$ cat src/rtl/chunk_scheduler_pkg.sv
`default_nettype none
// ============================================================================
// chunk_scheduler_pkg : scheduler state encodings, bank ids, default sizes
// Rev 1.0
// ============================================================================
package chunk_scheduler_pkg;

  localparam int DEFAULT_SAMPLE_SIZE  = 24;
  localparam int DEFAULT_IO_BUFF_SIZE = 64;

  localparam logic BANK_0 = 1'b0;
  localparam logic BANK_1 = 1'b1;

  typedef enum logic [1:0] {
    SCHED_IDLE = 2'd0,
    SCHED_FILL = 2'd1,
    SCHED_RUN  = 2'd2
  } sched_state_t;

  function automatic logic [7:0] sat_inc8(input logic [7:0] v);
    return (v == 8'hFF) ? v : v + 8'd1;
  endfunction

endpackage
`default_nettype wire

$ cat src/rtl/chunk_ptr_counter.sv
`default_nettype none
// ============================================================================
// chunk_ptr_counter : in-bank address counter, wraps at 2**WIDTH, flags last
// Rev 1.0
// ============================================================================
module chunk_ptr_counter #(
  parameter int WIDTH = 6
) (
  input  logic             clk,
  input  logic             rst,
  input  logic             inc,
  input  logic             clr,
  output logic [WIDTH-1:0] count,
  output logic             last
);

  always_ff @(posedge clk or posedge rst) begin
    if (rst)
      count <= '0;
    else if (clr)
      count <= '0;
    else if (inc)
      count <= count + 1'b1;
  end

  assign last = &count;

endmodule
`default_nettype wire

$ cat src/rtl/chunk_scheduler.sv
`default_nettype none
// ============================================================================
// chunk_scheduler : double-buffer capture/process/playback sequencer
// Rev 1.0
// ============================================================================
module chunk_scheduler
  import chunk_scheduler_pkg::*;
#(
  parameter int SAMPLE_SIZE      = DEFAULT_SAMPLE_SIZE,
  parameter int IO_BUFF_SIZE     = DEFAULT_IO_BUFF_SIZE,
  parameter int IO_BUFF_PTR_BITS = $clog2(IO_BUFF_SIZE)
) (
  input  logic                        clk,
  input  logic                        rst,
  input  logic                        enable,
  input  logic                        sample_strobe,
  input  logic [SAMPLE_SIZE-1:0]      sample_in,
  output logic                        cap_we,
  output logic                        cap_bank,
  output logic [IO_BUFF_PTR_BITS-1:0] cap_addr,
  output logic [SAMPLE_SIZE-1:0]      cap_data,
  output logic                        proc_bank,
  output logic                        chunk_pulse,
  input  logic                        proc_done,
  output logic [IO_BUFF_PTR_BITS-1:0] play_addr,
  input  logic [SAMPLE_SIZE-1:0]      play_data,
  output logic [SAMPLE_SIZE-1:0]      sample_out,
  output logic                        overrun,
  input  logic                        clr_overrun,
  output logic [7:0]                  overrun_cnt
);

  sched_state_t r_state, w_state_next;

  logic                        w_cap, w_play, w_swap, w_overrun, w_pulse;
  logic                        w_clr;
  logic [IO_BUFF_PTR_BITS-1:0] w_wr_ptr, w_rd_ptr;
  logic                        w_wr_last, w_rd_last;
  logic                        r_bank, r_busy, r_mute;

  assign w_clr = ~enable;

  chunk_ptr_counter #(.WIDTH(IO_BUFF_PTR_BITS)) u_wr_ptr (
    .clk   (clk),
    .rst   (rst),
    .inc   (w_cap),
    .clr   (w_clr),
    .count (w_wr_ptr),
    .last  (w_wr_last)
  );

  // Playback restarts at every swap so it stays aligned with the new play bank.
  chunk_ptr_counter #(.WIDTH(IO_BUFF_PTR_BITS)) u_rd_ptr (
    .clk   (clk),
    .rst   (rst),
    .inc   (w_play),
    .clr   (w_clr | w_swap),
    .count (w_rd_ptr),
    .last  (w_rd_last)
  );

  assign play_addr = w_rd_ptr;

  always_ff @(posedge clk or posedge rst) begin
    if (rst)
      r_state <= SCHED_IDLE;
    else
      r_state <= w_state_next;
  end

  always_comb begin
    w_state_next = r_state;
    w_cap        = 1'b0;
    w_play       = 1'b0;
    if (!enable) begin
      w_state_next = SCHED_IDLE;
    end else begin
      case (r_state)
        SCHED_IDLE: w_state_next = SCHED_FILL;
        SCHED_FILL: begin
          w_cap = sample_strobe;
          if (sample_strobe && w_wr_last)
            w_state_next = SCHED_RUN;
        end
        SCHED_RUN: begin
          w_cap  = sample_strobe;
          w_play = sample_strobe;
        end
        default: w_state_next = SCHED_IDLE;
      endcase
    end
  end

  // A done pulse landing on the swap cycle frees the processor in time.
  assign w_swap    = w_cap & w_wr_last;
  assign w_overrun = w_swap & r_busy & ~proc_done;
  assign w_pulse   = w_swap & ~w_overrun;

  always_ff @(posedge clk or posedge rst) begin
    if (rst) begin
      cap_we      <= 1'b0;
      cap_addr    <= '0;
      cap_data    <= '0;
      cap_bank    <= BANK_0;
      r_bank      <= BANK_0;
      chunk_pulse <= 1'b0;
      sample_out  <= '0;
      r_busy      <= 1'b0;
      r_mute      <= 1'b0;
    end else if (!enable) begin
      cap_we      <= 1'b0;
      cap_addr    <= '0;
      cap_data    <= '0;
      cap_bank    <= BANK_0;
      r_bank      <= BANK_0;
      chunk_pulse <= 1'b0;
      sample_out  <= '0;
      r_busy      <= 1'b0;
      r_mute      <= 1'b0;
    end else begin
      cap_we <= w_cap;
      if (w_cap) begin
        cap_addr <= w_wr_ptr;
        cap_data <= sample_in;
      end
      // Port bank lags the internal bank so the last write of a chunk keeps its bank.
      cap_bank <= r_bank;
      if (w_swap)
        r_bank <= ~r_bank;
      chunk_pulse <= w_pulse;
      if (w_pulse)
        r_busy <= 1'b1;
      else if (proc_done)
        r_busy <= 1'b0;
      if (w_play)
        sample_out <= r_mute ? '0 : play_data;
      // Mute is per play chunk: nothing processed yet after fill, or bank still in use.
      if (w_swap && (r_state == SCHED_FILL))
        r_mute <= 1'b1;
      else if (w_play && w_rd_last)
        r_mute <= w_overrun;
    end
  end

  always_ff @(posedge clk or posedge rst) begin
    if (rst)
      proc_bank <= BANK_0;
    else if (w_swap)
      proc_bank <= r_bank;
  end

  always_ff @(posedge clk or posedge rst) begin
    if (rst) begin
      overrun     <= 1'b0;
      overrun_cnt <= 8'd0;
    end else if (w_overrun) begin
      overrun     <= 1'b1;
      overrun_cnt <= clr_overrun ? 8'd1 : sat_inc8(overrun_cnt);
    end else if (clr_overrun) begin
      overrun     <= 1'b0;
      overrun_cnt <= 8'd0;
    end
  end

endmodule
`default_nettype wire

$ cat config.mk
export PLATFORM = sky130hd
export DESIGN_NAME = chunk_scheduler
export DESIGN_NICKNAME = d
export VERILOG_FILES = /design/src/rtl/chunk_scheduler_pkg.sv /design/src/rtl/chunk_ptr_counter.sv /design/src/rtl/chunk_scheduler.sv
export SDC_FILE = /design/constraint.sdc
export NUM_CORES = 1
export LEC_CHECK = 0
export CAP_MARGIN = 0
export CORE_UTILIZATION = 49
export DETAILED_ROUTE_END_ITERATION = 12
export PLACE_DENSITY = 0.86
export SLEW_MARGIN = 5
export SYNTH_ARGS = -nofsm -noshare
export SYNTH_HDL_FRONTEND = slang
export SYNTH_SLANG_ARGS = --single-unit
$ cat constraint.sdc
create_clock -name clk -period 7.5 [get_ports clk]
set_clock_uncertainty 0.2 [all_clocks]
set_input_delay 1.125 -clock clk [delete_from_list [all_inputs] [get_ports clk]]
set_output_delay 1.125 -clock clk [all_outputs]
set_load 0.02 [all_outputs]
==> results.py, run 1 <==
metrics = {
    "floorplanning": {
        "die_h_um": 88.2,
        "core_um2": 7210,
        "io_pins": 127,
        "start_util_pct": 50.5,
        "rows": 31,
        "die_w_um": 88.2,
        "fp.dieArea_um2": 7780,
    },
    "logic_synthesis": {
        "yosys-top-cells-area": "dfrtp_1 (58%), nand2_1 (8.3%), a21boi_0 (6.4%)",
        "synth_top_area_share_pct": 57.8,
        "ys_types": 39,
        "async_flop_share_pct": 100,
        "syn_area_um2": 3640,
        "ys_seq_area_share_pct": 57.8,
        "synth_top_cell_by_area": "dfrtp_1",
        "ys_seq_elements": 84,
        "synthFlopType": "dfrtp_1",
        "synth-edff-count": 0,
        "ys_warn_count": 0,
        "syn_inst": 344,
        "synth.avg_cell_area_um2": 10.6,
        "syn-num-nets": 405,
    },
    "clock_network": {
        "cts-htree-levels": 3,
        "path_clk_slew_ns": 0.08,
        "ctsHoldBuffers": 0,
        "clk_path_buf_depth": 2,
        "root_buffer": "clkbuf_8",
        "cts_tree": "done",
        "cts_sinks": 84,
        "post_cts_resized": 0,
        "cts_setup_buffers": 0,
        "insertion_delay_ns": 0.34,
        "numCtsBuffers": 9,
    },
    "setup_path": {
        "cp.required_ns": 7.53,
        "setup.worst_path.start_class": "primary input",
        "criticalPathCategory": "in -> reg",
        "cp-end-kind": "register",
        "critical-path-max-stage-delay_ns": 0.46,
        "crit_slowest_cell": "clkdlybuf4s50_1",
        "critPathMaxFanout": 50,
        "path_cells": "clkdlybuf4s50_1 > buf_4 > nand3b_1 > or3_1 > nor4_1 > mux2_1",
        "arrival_ns": 3.36,
    },
    "routing": {
        "via_count": 2949,
        "post-route-drc-count": 0,
        "drt_wl_total_um": 8010,
        "drt_iter0_markers": 139,
        "viasPerCell": 5.19,
        "antenna_left": 0,
        "wl_per_cell_um": 14.1,
        "drtPass1Iterations": 4,
    },
    "cells_and_area": {
        "drive_above_1_share_pct": 5.54,
        "insertedDiodeCount": 0,
        "nets": 526,
        "syn2layout_area_growth_pct": 43.0,
    },
    "placement": {
        "gp_congestion": 0.834,
        "io_buffers": 126,
        "hpwlAfterDp_um": 5410,
    },
    "sta": {
        "relSlewSlack_pct": 23.2,
        "fmax_mhz": 301,
        "rsz0062_at_grt": "false",
        "finalCritPeriodShare_pct": 44.4,
        "fin_setup_tns_ns": 0,
        "setup_viol": 0,
        "hold_viol_final": 0,
        "period_minus_slack_ns": 3.33,
        "slew_viol_final": 0,
        "whs_ns": 0.246,
        "tightest_slew_ns": 1.15,
    },
    "power_and_ir_drop": {
        "vdd_ir_drop_max_mv": 0.142,
        "cellLeakagePower_nw": 2.24,
        "power.density_nw_per_um2": 224,
    },
    "global_routing": {
        "grt_start_max_net_pins": 85,
        "grt-ovfl-total": 0,
        "track_usage_pct": 21.6,
        "grt_pass1_vias": 2885,
        "grt_pass1_wl_um": 12900,
        "antenna_found_initial": 0,
    },
    "worst_hold_path": {
        "worstHoldPathType": "reg -> reg",
    },
    "run_status": {
        "status": "completed",
    },
    "run": {
        "timing.max_cap.violations": 0,
    },
}
[metal layers]
metal | vias up | track usage (%) | share of wire [%]
li1 | 1418 | - | -
met1 | 1432 | 27.0 | 45
met2 | 88 | 36.7 | 49
met3 | 11 | 3.20 | 4.0
met4 | 0 | 10.9 | 1.6
met5 | - | 0 | 0
[critical path, delay by kind of cell]
family        cells  cell delay (ns)
buf+inv           2             0.81
simple gates      3             1.05
mux               1             0.37
[layout make-up]
| type | instances | area, um2 |
|---|---|---|
| well taps | 99 | 124 |
| flip-flops and latches | 84 | 2100 |
| inverters | 7 | 27.5 |
| repair buffers | 129 | 1280 |
| fillers | 522 | 2010 |
| multi-input cells | 234 | 1440 |
| clock inverters | 4 | 72.6 |
| clock buffers | 11 | 151 |
[synth_stat cells, types with 4 or more instances]
| library cell | number |
|---|---|
| xnor2_1 | 6 |
| nand2_1 | 80 |
| dfrtp_1 | 84 |
| clkbuf_1 | 16 |
| nor2b_1 | 4 |
| a21boi_0 | 31 |
| nand3_1 | 13 |
| nor2_1 | 10 |
| xor2_1 | 5 |
| a21oi_1 | 6 |
| a22o_1 | 24 |
| and3_1 | 5 |
| inv_1 | 7 |
| ha_1 | 7 |
| and2_1 | 8 |
[final timing paths]
check	cells after the start	startpoint	end	slack, ns
setup / recovery	6	enable	overrun_cnt[7]	4.17
hold / removal	1	r_busy	chunk_pulse	0.25
setup reg to reg	6	r_state[0]	overrun_cnt[7]	4.89
hold reg to reg	1	r_busy	chunk_pulse	0.25
max in group asynchronous	3	rst	overrun	5.24
min in group asynchronous	3	rst	cap_data[14]	1.23
[per-stage QoR]
stage / area (um2) / setup WS (ns) / cells / total power, W / utilization [%]
after global placement: 4980 / 3.89 / 553 / 0.000814 / 69.0
after CTS: 5200 / 4.18 / 568 / 0.00118 / 72.1
after detailed placement: 4980 / 3.83 / 553 / 0.000822 / 69.0
after floorplan: 3640 / 4.01 / 344 / 0.000692 / -
after global routing: 5200 / 4.03 / 568 / 0.00122 / 72.1
final: 5200 / 4.17 / 568 / 0.00117 / 72.1
[placed cells by master, fill, tap and decap left out, types with 2 or more instances in the layout]
cell type        netlist  final
a21boi_0              31     31
a21oi_1                6      6
a22o_1                24     24
and2_1                 8      8
and3_1                 5      5
buf_4                  1      3
bufinv_16              0      2
clkbuf_8               0     11
clkdlybuf4s50_1        0    126
clkinv_2               0      2
dfrtp_1               84     84
ha_1                   7      7
inv_1                  7      6
mux2_2                 3      3
mux2i_1                2      2
nand2_1               80     80
nand3_1               13     13
nand4_1                3      3
nand4b_1               3      3
nor2_1                10     10
nor2b_1                4      4
nor3_1                 2      2
o21ai_0                3      3
o31ai_1                2      2
or3_1                  3      3
or4_1                  2      2
xnor2_1                6      6
xor2_1                 5      5
[sequential cells by signal, summed over array words and instances (netlist names)]
register        cells
r_mute              1
cap_data           24
r_busy              1
overrun_cnt         8
cap_we              1
cap_addr            6
overrun             1
r_bank              1
u_wr_ptr.count      6
sample_out         24
u_rd_ptr.count      6
r_state             2
cap_bank            1
proc_bank           1
chunk_pulse         1
[logic make-up (layout without fill, tap and decap cells)]
kind of cell / count (synthesis) / in the layout / share of synthesized area, %
compound gates: 71 / 71 / 14.8
fa+ha+maj: 7 / 7 / 2.41
xor+xnor: 11 / 11 / 2.65
mux: 6 / 6 / 1.79
flops: 84 / 84 / 57.8
simple gates: 139 / 139 / 17.8
buf+inv: 26 / 151 / 2.82
[power breakdown]
group | switching [W] | internal [W]
Combinational | 0.000162 | 0.000129
Clock | 0.000152 | 0.000203
Sequential | 0.0000276 | 0.000494
Note: power is estimated with default switching activity, not from simulation.
==> run 2, diff against run 1 <==
CORE_UTILIZATION = 41   (was 49)
PLACE_DENSITY = 0.77   (was 0.86)
clock period = 2.81 ns   (was 7.5 ns; I/O delays follow)
==> run 2 against run 1 <==
Effect of this change: total power rose to 2.7 times the previous value; sequential cell count unchanged; register-to-register slack worse by 4.6 ns; final cell count up 3.0%; die area up 19%; core utilization down 11 points; largest cell class unchanged; routed wire length up 0.30%; hold slack better by 0.016 ns; sequential share of layout area down 0.67 points; critical path depth unchanged; first-iteration DRC count up 1.4%; clock-buffer cell count unchanged.
==> results.py, run 2 (synthesis results as in run 1) <==
metrics = {
    "global_routing": {
        "grt-ovfl-total": 0,
        "grt_pass1_wl_um": 12800,
        "track_usage_pct": 17.8,
        "grt_start_max_net_pins": 85,
        "grt_pass1_vias": 2811,
        "antenna_found_initial": 0,
    },
    "worst_hold_path": {
        "hold_path_end": "chunk_pulse",
        "hold_start": "r_busy",
        "hold_path_depth": 1,
        "worstHoldPathType": "reg -> reg",
    },
    "floorplanning": {
        "die_h_um": 96.2,
        "start_util_pct": 41.9,
        "core_um2": 8680,
        "fp.dieArea_um2": 9260,
        "io_pins": 127,
        "rows": 34,
        "die_w_um": 96.2,
    },
    "power_and_ir_drop": {
        "cellLeakagePower_nw": 2.28,
        "power.density_nw_per_um2": 592,
        "vdd_ir_drop_max_mv": 0.284,
    },
    "cells_and_area": {
        "layout_commonest_cell": "clkdlybuf4s50_1",
        "reg_top3": "cap_data (24), sample_out (24), overrun_cnt (8)",
        "drive_above_1_share_pct": 6.92,
        "final_cell_mix": "clkdlybuf4s50_1 (126), dfrtp_1 (84), nand2_1 (80)",
        "syn2layout_area_growth_pct": 45.4,
        "nets": 534,
        "insertedDiodeCount": 0,
        "utilization_pct": 61.0,
    },
    "setup_path": {
        "criticalPathCategory": "reg -> reg",
        "critPathMaxFanout": 9,
        "r2r_slack_ns": 0.27,
        "cp-end-kind": "register",
        "cp.required_ns": 2.83,
        "path_cells": "inv_1 > ha_1 > nand4_2 > or3_1 > nor4_1 > mux2_1",
        "rr_startpoint": "r_state[0]",
        "r2r_end": "overrun_cnt[7]",
        "arrival_ns": 2.56,
        "critical-path-max-stage-delay_ns": 0.53,
        "crit_slowest_cell": "or3_1",
        "crit_path_start": "r_state[0]",
        "r2r_cells": 6,
        "setup.worst_path.start_class": "register",
    },
    "sta": {
        "tightest_slew_ns": 0.651,
        "rsz0062_at_grt": "false",
        "slew_viol_final": 0,
        "hold_viol_final": 0,
        "fin_setup_tns_ns": 0,
        "relSlewSlack_pct": 56.3,
        "period_minus_slack_ns": 2.54,
        "fmax_mhz": 394,
        "setup_viol": 0,
        "finalCritPeriodShare_pct": 90.3,
    },
    "clock_network": {
        "path_clk_slew_ns": 0.07,
        "post_cts_resized": 0,
        "numCtsBuffers": 9,
        "ctsHoldBuffers": 0,
        "cts_tree": "done",
        "cts-htree-levels": 3,
        "cts_sinks": 84,
        "root_buffer": "clkbuf_8",
        "clk_path_buf_depth": 2,
        "insertion_delay_ns": 0.34,
        "cts_setup_buffers": 0,
    },
    "placement": {
        "hpwlAfterDp_um": 5700,
        "io_buffers": 126,
        "gp_congestion": 0.841,
    },
    "routing": {
        "antenna_left": 0,
        "via_count": 2939,
        "drt_wl_total_um": 8030,
        "post-route-drc-count": 0,
        "wl_per_cell_um": 13.7,
        "viasPerCell": 5.02,
        "drtPass1Iterations": 4,
        "drt_iter0_markers": 141,
    },
    "run_status": {
        "status": "completed",
    },
    "run": {
        "timing.max_cap.violations": 0,
    },
}
[run 2: cell types whose count changed in the layout (fill, tap and decap cells not counted), sizes merged]
cell,before,now
buf,3,11
clkinvlp,1,0
clkinv,2,3
[run 2: worst max-delay path by stage]
stage / to / slack (ns)
final: overrun_cnt[7] / 0.27
after global routing: overrun_cnt[7] / 0.14
after CTS: overrun_cnt[7] / 0.27
after detailed placement: overrun_cnt[7] / 0.14
after global placement: overrun_cnt[7] / 0.23
after floorplan: cap_addr[0] / 0.02
[run 2: area by class of cell]
class,count,area [um2]
tap,108,135
timing repair buffer,137,1370
multi-input combinational,234,1440
clock inverter,4,73.8
clock buffer,11,141
inverter,7,27.5
sequential,84,2100
fill,752,3390
[run 2: critical path, delay by kind of cell (launching register included)]
family                   cells  cell delay, ns
AND/OR/NAND/NOR              3            1.03
adder cells (fa/ha/maj)      1            0.37
buffers and inverters        1            0.09
multiplexers                 1            0.35
flip-flops                   1            0.39
[run 2: power breakdown]
group	leakage, nW	total, W	internal [W]	switching (W)
Sequential	1.16	0.00139	0.00132	0.0000706
Clock	0.109	0.000920	0.000521	0.000399
Combinational	1.01	0.000826	0.000385	0.000441
Total	2.28	0.00313	0.00222	0.000910
[run 2: through the flow]
stage          setup slack, ns  hold slack (ns)  instance area, um2  cells  total power (W)
2_1_floorplan           0.0234            0.219                3640    344          0.00185
3_3_place_gp             0.227            0.230                5080    570          0.00222
3_5_place_dp             0.136            0.251                5080    570          0.00225
4_1_cts                  0.265            0.262                5290    585          0.00319
5_1_grt                  0.140            0.281                5290    585          0.00330
6_report                 0.273            0.262                5290    585          0.00313
[run 2: routing by layer]
layer,up-vias,routed length [um],track usage [%]
met4,0,78,7.34
met1,1401,3560,22.6
met2,102,4000,30.1
met3,5,391,3.00
li1,1431,-,-
met5,-,0,0
